<file path="config.mk">
export PLATFORM = sky130hd
export DESIGN_NAME = router_pkt_reader
export DESIGN_NICKNAME = d
export VERILOG_FILES = /design/src/rtl/router_pkg.sv /design/src/rtl/router_timeout_ctr.sv /design/src/rtl/router_pkt_reader.sv
export SDC_FILE = /design/constraint.sdc
export NUM_CORES = 1
export LEC_CHECK = 0
export BUFFER_PORTS_ARGS = -buffer_cell sky130_fd_sc_hd__buf_2
export CORE_ASPECT_RATIO = 0.7
export CORE_MARGIN = 5
export CORE_UTILIZATION = 50
export DETAILED_ROUTE_END_ITERATION = 10
export PLACE_DENSITY_LB_ADDON = 0.1
export SLEW_MARGIN = 0
export SYNTH_ARGS = -nofsm -noshare
export SYNTH_HDL_FRONTEND = slang
export SYNTH_SLANG_ARGS = --single-unit
</file>
<file path="constraint.sdc">
create_clock -name clock -period 2.5 [get_ports clock]
set_input_delay 0.25 -clock clock [delete_from_list [all_inputs] [get_ports clock]]
set_output_delay 0.25 -clock clock [all_outputs]
set_load 0.02 [all_outputs]
</file>
<file path="src/rtl/router_pkg.sv">
// Shared definitions for the router packet reader.
// State encoding, timeout default and header field positions.
package router_pkg;

    localparam int TIMEOUT_DEF = 30;
    localparam int CNT_W_DEF   = 5;

    localparam int LEN_HI  = 7;
    localparam int LEN_LO  = 2;
    localparam int ADDR_HI = 1;
    localparam int ADDR_LO = 0;

    typedef enum logic [2:0] {
        S_IDLE,
        S_HDR,
        S_BODY,
        S_DONE,
        S_ABORT
    } state_t;

    function automatic logic [5:0] hdr_len(input logic [7:0] h);
        return h[LEN_HI:LEN_LO];
    endfunction

    function automatic logic [1:0] hdr_addr(input logic [7:0] h);
        return h[ADDR_HI:ADDR_LO];
    endfunction

endpackage

</file>
<file path="src/rtl/router_timeout_ctr.sv">
// Mid-packet stall counter for the router packet reader.
// expired fires on the stall cycle that brings the count to TIMEOUT.
module router_timeout_ctr #(
    parameter int TIMEOUT = 30,
    parameter int CNT_W   = 5
) (
    input  logic clock,
    input  logic resetn,
    input  logic clr,
    input  logic inc,
    output logic expired
);

    localparam logic [CNT_W-1:0] LAST = CNT_W'(TIMEOUT - 1);

    logic [CNT_W-1:0] r_cnt;

    // count consecutive stall cycles; any issue or leaving BODY clears
    always_ff @(posedge clock) begin
        if (!resetn || clr) begin
            r_cnt <= '0;
        end else if (inc) begin
            r_cnt <= r_cnt + 1'b1;
        end
    end

    assign expired = inc && !clr && (r_cnt == LAST);

endmodule

</file>
<file path="src/rtl/router_pkt_reader.sv">
// Reads header, payload and parity bytes from the router FIFO.
// Decodes the header, streams payload, checks XOR parity, aborts on stall.
module router_pkt_reader
    import router_pkg::*;
#(
    parameter int TIMEOUT = TIMEOUT_DEF,
    parameter int CNT_W   = CNT_W_DEF
) (
    input  logic       clock,
    input  logic       resetn,
    input  logic       empty,
    input  logic [7:0] data_in,
    output logic       read_enb,
    output logic       soft_reset,
    output logic       hdr_valid,
    output logic [1:0] pkt_addr,
    output logic [5:0] pkt_len,
    output logic [7:0] byte_out,
    output logic       byte_valid,
    output logic       pkt_done,
    output logic       parity_err,
    output logic       busy
);

    state_t     r_state;
    state_t     w_next;
    logic [7:0] r_acc;
    logic [6:0] r_need;
    logic [6:0] r_issued;
    logic [6:0] r_rx;
    logic       r_rd_d;
    logic [5:0] r_len;
    logic [1:0] r_addr;
    logic [7:0] r_byte;
    logic       r_bvalid;
    logic       r_hvalid;
    logic       r_perr;

    logic       w_rd;
    logic       w_want;
    logic       w_body;
    logic       w_stall;
    logic       w_clr;
    logic       w_expired;
    logic       w_is_par;

    assign w_body   = (r_state == S_BODY);
    assign w_want   = (r_issued < r_need);
    assign w_stall  = w_body && w_want && empty;
    assign w_clr    = !w_body || w_rd;
    assign w_is_par = w_body && r_rd_d && (r_rx == {1'b0, r_len});

    router_timeout_ctr #(
        .TIMEOUT (TIMEOUT),
        .CNT_W   (CNT_W)
    ) u_tmo (
        .clock   (clock),
        .resetn  (resetn),
        .clr     (w_clr),
        .inc     (w_stall),
        .expired (w_expired)
    );

    // state register and datapath: header latch, counters, parity accumulator
    always_ff @(posedge clock) begin
        if (!resetn) begin
            r_state  <= S_IDLE;
            r_acc    <= '0;
            r_need   <= '0;
            r_issued <= '0;
            r_rx     <= '0;
            r_rd_d   <= 1'b0;
            r_len    <= '0;
            r_addr   <= '0;
            r_byte   <= '0;
            r_bvalid <= 1'b0;
            r_hvalid <= 1'b0;
            r_perr   <= 1'b0;
        end else begin
            r_state  <= w_next;
            r_rd_d   <= w_rd;
            r_hvalid <= 1'b0;
            r_bvalid <= 1'b0;
            case (r_state)
                S_HDR: begin
                    r_len    <= hdr_len(data_in);
                    r_addr   <= hdr_addr(data_in);
                    r_hvalid <= 1'b1;
                    r_acc    <= data_in;
                    r_need   <= 7'(hdr_len(data_in)) + 7'd1;
                    r_issued <= '0;
                    r_rx     <= '0;
                end
                S_BODY: begin
                    if (w_rd) begin
                        r_issued <= r_issued + 7'd1;
                    end
                    if (r_rd_d) begin
                        r_rx <= r_rx + 7'd1;
                        if (r_rx < {1'b0, r_len}) begin
                            r_byte   <= data_in;
                            r_bvalid <= 1'b1;
                            r_acc    <= r_acc ^ data_in;
                        end else begin
                            r_perr <= (r_acc != data_in);
                        end
                    end
                end
                default: ;
            endcase
        end
    end

    // next state, read request and status outputs
    always_comb begin
        w_next = r_state;
        w_rd   = 1'b0;
        unique case (r_state)
            S_IDLE: begin
                w_rd = !empty;
                if (!empty) w_next = S_HDR;
            end
            S_HDR: begin
                w_next = S_BODY;
            end
            S_BODY: begin
                w_rd = !empty && w_want;
                if (w_is_par)       w_next = S_DONE;
                else if (w_expired) w_next = S_ABORT;
            end
            S_DONE:  w_next = S_IDLE;
            S_ABORT: w_next = S_IDLE;
            default: w_next = S_IDLE;
        endcase
        if (!resetn) w_rd = 1'b0;
    end

    assign read_enb   = w_rd;
    assign busy       = resetn && (r_state != S_IDLE);
    assign pkt_done   = resetn && (r_state == S_DONE);
    assign parity_err = resetn && (r_state == S_DONE) && r_perr;
    assign soft_reset = resetn && (r_state == S_ABORT);
    assign hdr_valid  = resetn && r_hvalid;
    assign byte_valid = resetn && r_bvalid;
    assign pkt_addr   = r_addr;
    assign pkt_len    = r_len;
    assign byte_out   = r_byte;

endmodule
</file>
After elaboration in Yosys (flattened, before gate mapping) --
Index checks and enable logic that the tools add are counted.
Word-level totals: flip-flop bits (word level) 57, latch bits 0, bits in writable memories 0, memory bits (read-only) 0, input bits 11, output and inout bits 23, word-level logic and storage cells 77, memories 0
Operators by class: $add $sub $neg 4, multiply operators 0, divide/modulo/power cells 0, magnitude comparators 2, equal/unequal tests 12, shift-type cells 0, mux-type cells 15, bitwise operators 2, reductions and logical operators 29
Operator list (count):
- 7-bit case mux with 2 select lines | 2
- 8-bit two-way mux | 2
- 8-bit case mux with 2 select lines | 1
- 7-bit by 1-bit adder with 7-bit output (second input constant) | 2
- 7-bit two-way mux | 2
- 1-bit logical AND | 13
- 3-bit AND reduction | 4
- 3-bit two-way mux | 3
- 3-bit case mux with 3 select lines | 1
- 8-bit != test | 1
- 8-bit XOR | 1
- 6-bit by 1-bit adder with 7-bit output (second input constant) | 1
- 7-bit by 6-bit == test with 1-bit output | 1
- 7-bit by 6-bit less-than comparator with 1-bit output | 1
- 7-bit less-than comparator | 1
- 3-bit by 2-bit == test with 1-bit output (second input constant) | 2
- 2-bit != test (second input constant) | 3
- 2-bit AND reduction | 3
- 5-bit by 1-bit adder with 5-bit output (second input constant) | 1
- 5-bit == test (second input constant) | 1
- 1-bit zero test | 4
- 3-bit by 1-bit == test with 1-bit output (second input constant) | 1
- 3-bit == test (second input constant) | 1
- 3-bit zero test | 1
- other kinds (8) | 11

Logic depth before layout (Yosys ltp) --
Gate-level depths: netlist (run 1).
depth after elaboration 11, mapped depth 9, mapped depth without buffers 7

Cells and area by module --
Synthesis (run 1) repeated with hierarchy kept, for this count alone.
Second synthesis, totals: cell total of the unflattened synthesis 359, area, all modules 3065.4 um2
By module, submodules not included:
- router_pkt_reader | instances 1, cells an instance 331, area each 2797.7 um2, seq. area each 1041.0 um2
- router_timeout_ctr | instances 1, cells an instance 28, area each 267.8 um2, seq. area each 100.1 um2

Least setup slack after synthesis (run 1) --
Ideal clock, no wire load.
kind flip-flop to output port, start point register r_need[4], end point output port read_enb, arrival time 2.080 ns, required time 2.250 ns, setup slack 0.170 ns, stages on the path, launching flop included 9, buffers on the path 2, cells stage by stage dfxtp_1 inv_1 ha_1 a211o_1 a2111oi_4 o21ai_1 buf_2 buf_2 a21oi_1
On the way: longest elaborated chain between the ends 4
Ends and longest elaborated chain:
- start: declaration | line router_pkt_reader.sv:28 | logic [6:0] r_need;
- start signal: assignment | line router_pkt_reader.sv:90 | r_need <= 7'(hdr_len(data_in)) + 7'd1;
- 7-bit less-than comparator | line router_pkt_reader.sv:48 | assign w_want = (r_issued < r_need);
- 1-bit logical AND | line router_pkt_reader.sv:127 | w_rd = !empty && w_want;
- 1-bit case mux with 2 select lines | line router_pkt_reader.sv:118 | unique case (r_state)
- 1-bit two-way mux | line router_pkt_reader.sv:135 | if (!resetn) w_rd = 1'b0;
- end: declaration | line router_pkt_reader.sv:13 | output logic read_enb,
Every way passes these cells.

Worst setup path after layout (run 1) --
start point register r_issued[4], end point output port read_enb
On the way: longest elaborated chain between the ends 4
Ends and longest elaborated chain:
- start: declaration | line router_pkt_reader.sv:29 | logic [6:0] r_issued;
- start signal: assignment | line router_pkt_reader.sv:96 | r_issued <= r_issued + 7'd1;
- 7-bit less-than comparator | line router_pkt_reader.sv:48
- 1-bit logical AND | line router_pkt_reader.sv:127
- 1-bit case mux with 2 select lines | line router_pkt_reader.sv:118
- 1-bit two-way mux | line router_pkt_reader.sv:135
Every way passes these cells.

==> results.sh, run 1 <==
export IMPL_multi_input_area_mm2=0.00175
export IMPL_numCtsBuffers=9
export IMPL_fin_area_mm2=0.00353
export IMPL_avgViaCountPerCell=5.65
export IMPL_cts_root_buf="clkbuf_8"
export IMPL_tritoncts="done"
export IMPL_max_slew_margin=0.636
export IMPL_start_kind="register"
export IMPL_gp_congestion=0.818
export IMPL_clock_sinks=57
export IMPL_timing_hold_ws_ns=0.216
export IMPL_cts_max_level=3
export IMPL_cp_max_fo=5
export IMPL_hold_buffers=0
export IMPL_synthCells=354
export IMPL_antennaDiodeCount=0
export IMPL_antenna_found_initial=0
export IMPL_min_path_cells=3
export IMPL_clk_latency_ns=0.34
export IMPL_clk_path_buf_depth=2
export IMPL_grt_usage=0.211
export IMPL_slowest_stage="a2111oi_4"
export IMPL_overflow=0
export IMPL_maxCapViolCount=0
export IMPL_crit_start="r_issued[4]"
export IMPL_synth_top_area_share=0.380
export IMPL_crit_arrival_ns=2.18
export IMPL_synth_area_leaders="dfxtp_1, ha_1, nand2_1, a21oi_1, mux2i_1"
export IMPL_grt_pass1_wl_um=12500
export IMPL_rows=23
export IMPL_synth_edf_count=0
export IMPL_synth_area_leader_cell="dfxtp_1"
export IMPL_synth_common_cells="dfxtp_1, nand2_1, nor2_1"
export IMPL_syn_area_mm2=0.00300
export IMPL_synth_area_per_cell_um2=8.48
export IMPL_yosys_register_bits=57
export IMPL_p_per_area_mw_per_mm2=610
export IMPL_dieArea_mm2=0.00768
export IMPL_syn_nets=382
export IMPL_synthArstFlopShare=0
export IMPL_ir_drop_v=0.000324
export IMPL_crit_family="compound AO/OA/AOI/OAI gates"
export IMPL_io_pins=34
export IMPL_finalMaxSlewViolations=0
export IMPL_r2r_start="r_issued[4]"
export IMPL_cp_cell_sequence="ha_4, a211o_1, a2111oi_4, o21ai_4, a21oi_2, buf_6"
export IMPL_placed_area_mm2=0.00327
export IMPL_grt_max_degree=21
export IMPL_clk_pin_slew_ns=0.07
export IMPL_wl_um=7360
export IMPL_r2r_slack_ns=0.08
export IMPL_nNetsFinal=419
export IMPL_via_count=2661
export IMPL_area_delta_synth_final_pct=17.8
export IMPL_post_dp_hpwl_um=5170
export IMPL_route_detailed_drc=0
export IMPL_fp_dieW_um=103
export IMPL_worstPathRequired_ns=2.25
export IMPL_ys_warn_count=0
export IMPL_r2r_cells=8
export IMPL_die_h_um=74.8
export IMPL_worst_pin_slew_ns=0.546
export IMPL_period_share=0.972
export IMPL_fmax_mhz=412
export IMPL_cp_end_kind="output pin"
export IMPL_min_path_type="in -> reg"
export IMPL_worstHoldStart="data_in[0]"
export IMPL_core_area_mm2=0.00578
export IMPL_grt_pass1_vias=2518
export IMPL_period_minus_slack_ns=2.43
export IMPL_seq_area_frac_synth=0.380
export IMPL_start_util=0.519
export IMPL_wl_per_cell_um=15.6
export IMPL_dr_pass1_iters=7
export IMPL_drtIter0Drc=162
export IMPL_synth_most_common_cell="dfxtp_1"
export IMPL_antenna_left=0
export IMPL_layout_drive_gt1_share=0.187
export IMPL_finalNonFillerCells=471
export IMPL_cp_num_buf_inv=1
export IMPL_finalSetupViolations=0
export IMPL_critPathMaxStageDelay_ns=0.47
export IMPL_regArea_mm2=0.00114
export IMPL_p_leak_nw=1.35
export IMPL_dp_cells=453
export IMPL_path_class="reg -> out"
export IMPL_synthFlopType="dfxtp_1"
export IMPL_ys_types=53
export IMPL_power_mw=2.16
export IMPL_hold_violations=0
export IMPL_io_buffers=33
export IMPL_cp_depth=6
export IMPL_n_fill_cell=526
export IMPL_skew_ns=0.00648
export IMPL_outcome="complete, no violations"
-- where the power goes --
group | switching (mW) | total (mW) | internal, mW | leakage (nW)
Sequential | 0.0279 | 0.964 | 0.937 | 0.463
Combinational | 0.172 | 0.278 | 0.106 | 0.782
Clock | 0.371 | 0.913 | 0.541 | 0.107
-- cells in the final DEF, fill, tap and decap left out, types with 4 or more instances in the layout --
cell type,count
and2_1,4
buf_4,12
clkbuf_8,12
mux2i_1,12
a21oi_1,23
dfxtp_1,56
or3_1,7
o21ai_0,8
nand3b_1,4
a31oi_1,4
nor2b_1,4
nor2_1,31
a211oi_1,10
xor2_1,8
nand2b_1,6
nand2_1,46
buf_2,32
nand4_1,9
inv_1,12
ha_1,16
nand3_1,14
xnor2_1,9
-- final timing paths --
path / end
max reg2reg: r_issued[2]
min reg2reg: r_need[6]
min: pkt_addr[0]
max: read_enb
-- layout make-up --
type,count,share of cell area
inverters,14,0.0149
multi-input cells,263,0.496
clock inverters,2,0.00991
repair buffers,46,0.0796
flip-flops and latches,57,0.324
clock buffers,14,0.0488
well taps,75,0.0265
-- cell families (layout without fill, tap and decap cells) --
logic type                 count (synthesis)  in the layout  synth area share
muxes                                     13             13            0.0438
xor gates and xnor gates                  17             17            0.0496
DFF                                       57             57             0.380
adders and majority gates                 17             17            0.0709
AOI/OAI and AO/OA                         71             71             0.161
buffers and inverters                     34             76            0.0459
and+or+nand+nor                          145            145             0.248
-- state kept, by name, summed over array words and instances, names as in the netlist --
register,flops
r_bvalid,1
r_need,7
r_state,3
r_hvalid,1
pkt_len,6
byte_out,8
r_rd_d,1
pkt_addr,2
r_perr,1
r_acc,8
r_rx,7
r_issued,7
u_tmo.r_cnt,5
-- routing by layer --
layer,up-vias,wire length [um],track usage
met5,-,0,0
met4,0,74,0.0699
met3,7,469,0.0593
met2,82,3190,0.318
met1,1242,3630,0.294
li1,1330,-,-
-- worst min-delay path, stage by stage --
cell	delay, ns
buf_2	0.13
nand2_1	0.07
a21oi_1	0.06
-- stage by stage --
stage	setup WS, ns	TNS (ns)	utilization
after global placement	0.250	0	0.565
after floorplan	0.170	0	-
final	0.0712	0	0.611
after detailed placement	0.162	0	0.565
after CTS	0.0328	0	0.602
after global routing	-0.00529	-0.00529	0.611
-- what timing repair did --
action / 4_1_cts / 5_1_grt
gates resized for setup: 1 / 9
setup endpoints to repair: 1 / 1
buffers inserted: 0 / 2
pin swaps: 0 / 5
No activity file was read; power rests on OpenSTA's default activity.
==> run 2: changes to the inputs <==
- ABC_AREA: unset -> 1
- RECOVER_POWER: unset -> 100
==> run 2 against run 1 <==
Net effect: global-route usage shrank 1.9 points; largest cell class unchanged; clock skew grew 0.00068 ns; sequential power is 22% higher; synthesized cell count grew 16%; final area shrank 4.7%; flip-flop and latch count stayed put; critical path depth rose by 4; first-iteration DRC count fell by 40%.
==> results.sh, run 2 <==
export IMPL_dr_pass1_iters=4
export IMPL_area_delta_synth_final_pct=12.3
export IMPL_skew_ns=0.00716
export IMPL_drtIter0Drc=98
export IMPL_period_share=0.888
export IMPL_p_leak_nw=1.39
export IMPL_maxCapViolCount=0
export IMPL_max_slew_margin=0.188
export IMPL_n_fill_cell=565
export IMPL_fp_dieW_um=103
export IMPL_place_ws_ns=0.497
export IMPL_rsz0062_at_grt="false"
export IMPL_synthFlopType="dfxtp_1"
export IMPL_cp_end_kind="output pin"
export IMPL_via_count=2674
export IMPL_period_minus_slack_ns=2.22
export IMPL_clk_pin_slew_ns=0.07
export IMPL_io_pins=34
export IMPL_fin_area_mm2=0.00337
export IMPL_ir_drop_v=0.000429
export IMPL_synth_area_per_cell_um2=7.28
export IMPL_post_dp_hpwl_um=4960
export IMPL_syn_nets=440
export IMPL_placed_area_mm2=0.00321
export IMPL_antenna_left=0
export IMPL_yosys_register_bits=57
export IMPL_hold_violations=0
export IMPL_cts_max_level=3
export IMPL_grt_pass1_wl_um=11300
export IMPL_avgViaCountPerCell=5.09
export IMPL_die_h_um=74.8
export IMPL_cts_setup_buffers=0
export IMPL_synth_common_cells="nand2_1, dfxtp_1, inv_1"
export IMPL_synthArstFlopShare=0
export IMPL_synth_area_leader_cell="dfxtp_1"
export IMPL_p_per_area_mw_per_mm2=1020
export IMPL_crit_arrival_ns=1.97
export IMPL_min_path_type="in -> reg"
export IMPL_tritoncts="done"
export IMPL_dieArea_mm2=0.00767
export IMPL_io_buffers=33
export IMPL_worstHoldStart="data_in[0]"
export IMPL_overflow=0
export IMPL_clock_sinks=57
export IMPL_path_class="reg -> out"
export IMPL_r2r_start="r_state[2]"
export IMPL_clk_latency_ns=0.33
export IMPL_most_common_layout_cells="nand2_1, dfxtp_1, inv_1"
export IMPL_cts_resized=0
export IMPL_cp_max_fo=3
export IMPL_ys_warn_count=0
export IMPL_seq_area_frac_synth=0.380
export IMPL_grt_pass1_vias=2387
export IMPL_synth_edf_count=0
export IMPL_route_detailed_drc=0
export IMPL_nNetsFinal=473
export IMPL_hold_buffers=0
export IMPL_grt_max_degree=28
export IMPL_crit_start="r_need[6]"
export IMPL_setup_slack_ns=0.279
export IMPL_finalMaxSlewViolations=0
export IMPL_numCtsBuffers=9
export IMPL_start_util=0.518
export IMPL_antennaDiodeCount=0
export IMPL_tns_ns=0
export IMPL_outcome="complete, no violations"
export IMPL_fmax_mhz=450
export IMPL_worstPathRequired_ns=2.25
export IMPL_gp_congestion=0.783
export IMPL_syn_area_mm2=0.00300
export IMPL_synthCells=412
export IMPL_worst_pin_slew_ns=1.22
export IMPL_ys_types=37
export IMPL_core_area_mm2=0.00578
export IMPL_synth_top_area_share=0.380
export IMPL_grt_usage=0.192
export IMPL_rows=23
export IMPL_timing_hold_ws_ns=0.219
export IMPL_final_common_cell="nand2_1"
export IMPL_layout_drive_gt1_share=0.0911
export IMPL_synth_area_leaders="dfxtp_1, nand2_1, a21oi_1, ha_1, inv_1"
export IMPL_antenna_found_initial=0
export IMPL_wl_um=6850
export IMPL_wl_per_cell_um=13.1
export IMPL_synth_most_common_cell="nand2_1"
export IMPL_cts_root_buf="clkbuf_8"
export IMPL_start_kind="register"
export IMPL_finalSetupViolations=0
export IMPL_clk_path_buf_depth=2
[run 2: cell types whose count changed after synthesis, sizes merged, moves of 7 or more]
cell,previous run,this run
inv,13,57
nand2,47,76
a21oi,25,46
nor2,32,49
o21ai,9,23
nand3,14,27
clkbuf,17,5
mux2i,12,0
nor3,2,13
a211oi,10,0
nand2b,7,0
or3,7,0
xor2,8,1
[run 2: layout make-up]
type	instances	area, um2	share of cell area
clock buffer	11	151	0.0449
sequential	57	1140	0.339
multi-input combinational	285	1540	0.458
clock inverter	5	77.6	0.0230
inverter	58	219	0.0650
timing repair buffer	34	143	0.0423
tap	75	93.8	0.0279
[run 2: worst paths after layout]
kind | to | slack (ns) | cells past startpoint
max reg2reg | r_rx[4] | 0.32 | 8
min reg2reg | byte_out[4] | 0.44 | 2
min | pkt_addr[0] | 0.22 | 2
max | read_enb | 0.28 | 10
[run 2: cells by family after synthesis]
group / count (synthesis) / synth area share
compound gates: 80 / 0.145
xor+xnor: 13 / 0.0380
fa+ha+maj: 17 / 0.0709
buf+inv: 70 / 0.0922
flops: 57 / 0.380
simple gates: 175 / 0.274
[run 2: per-layer routing]
metal	wire length (um)	vias to the layer above	track usage
li1	-	1405	-
met1	3510	1201	0.275
met2	2810	64	0.275
met3	483	4	0.0593
met4	49	0	0.0640
met5	0	-	0
[run 2: worst max-delay path, stage by stage, from the launching register on]
cell	delay (ns)
dfxtp_1	0.31
inv_1	0.06
ha_1	0.31
a21oi_1	0.26
nand2_4	0.08
nor2_4	0.09
nand2_1	0.05
nand2_1	0.09
nand2_1	0.11
inv_1	0.07
clkbuf_1	0.23
[run 2: stage by stage]
step	total power [mW]	utilization	cells
after global placement	2.52	0.555	509
after floorplan	2.27	-	412
final	3.44	0.582	525
after detailed placement	2.54	0.555	509
after CTS	3.53	0.594	525
after global routing	3.73	0.582	525
[run 2: power breakdown]
part           switching (mW)  internal [mW]
clock network           0.366          0.612
logic                   0.880          0.395
registers               0.109           1.07
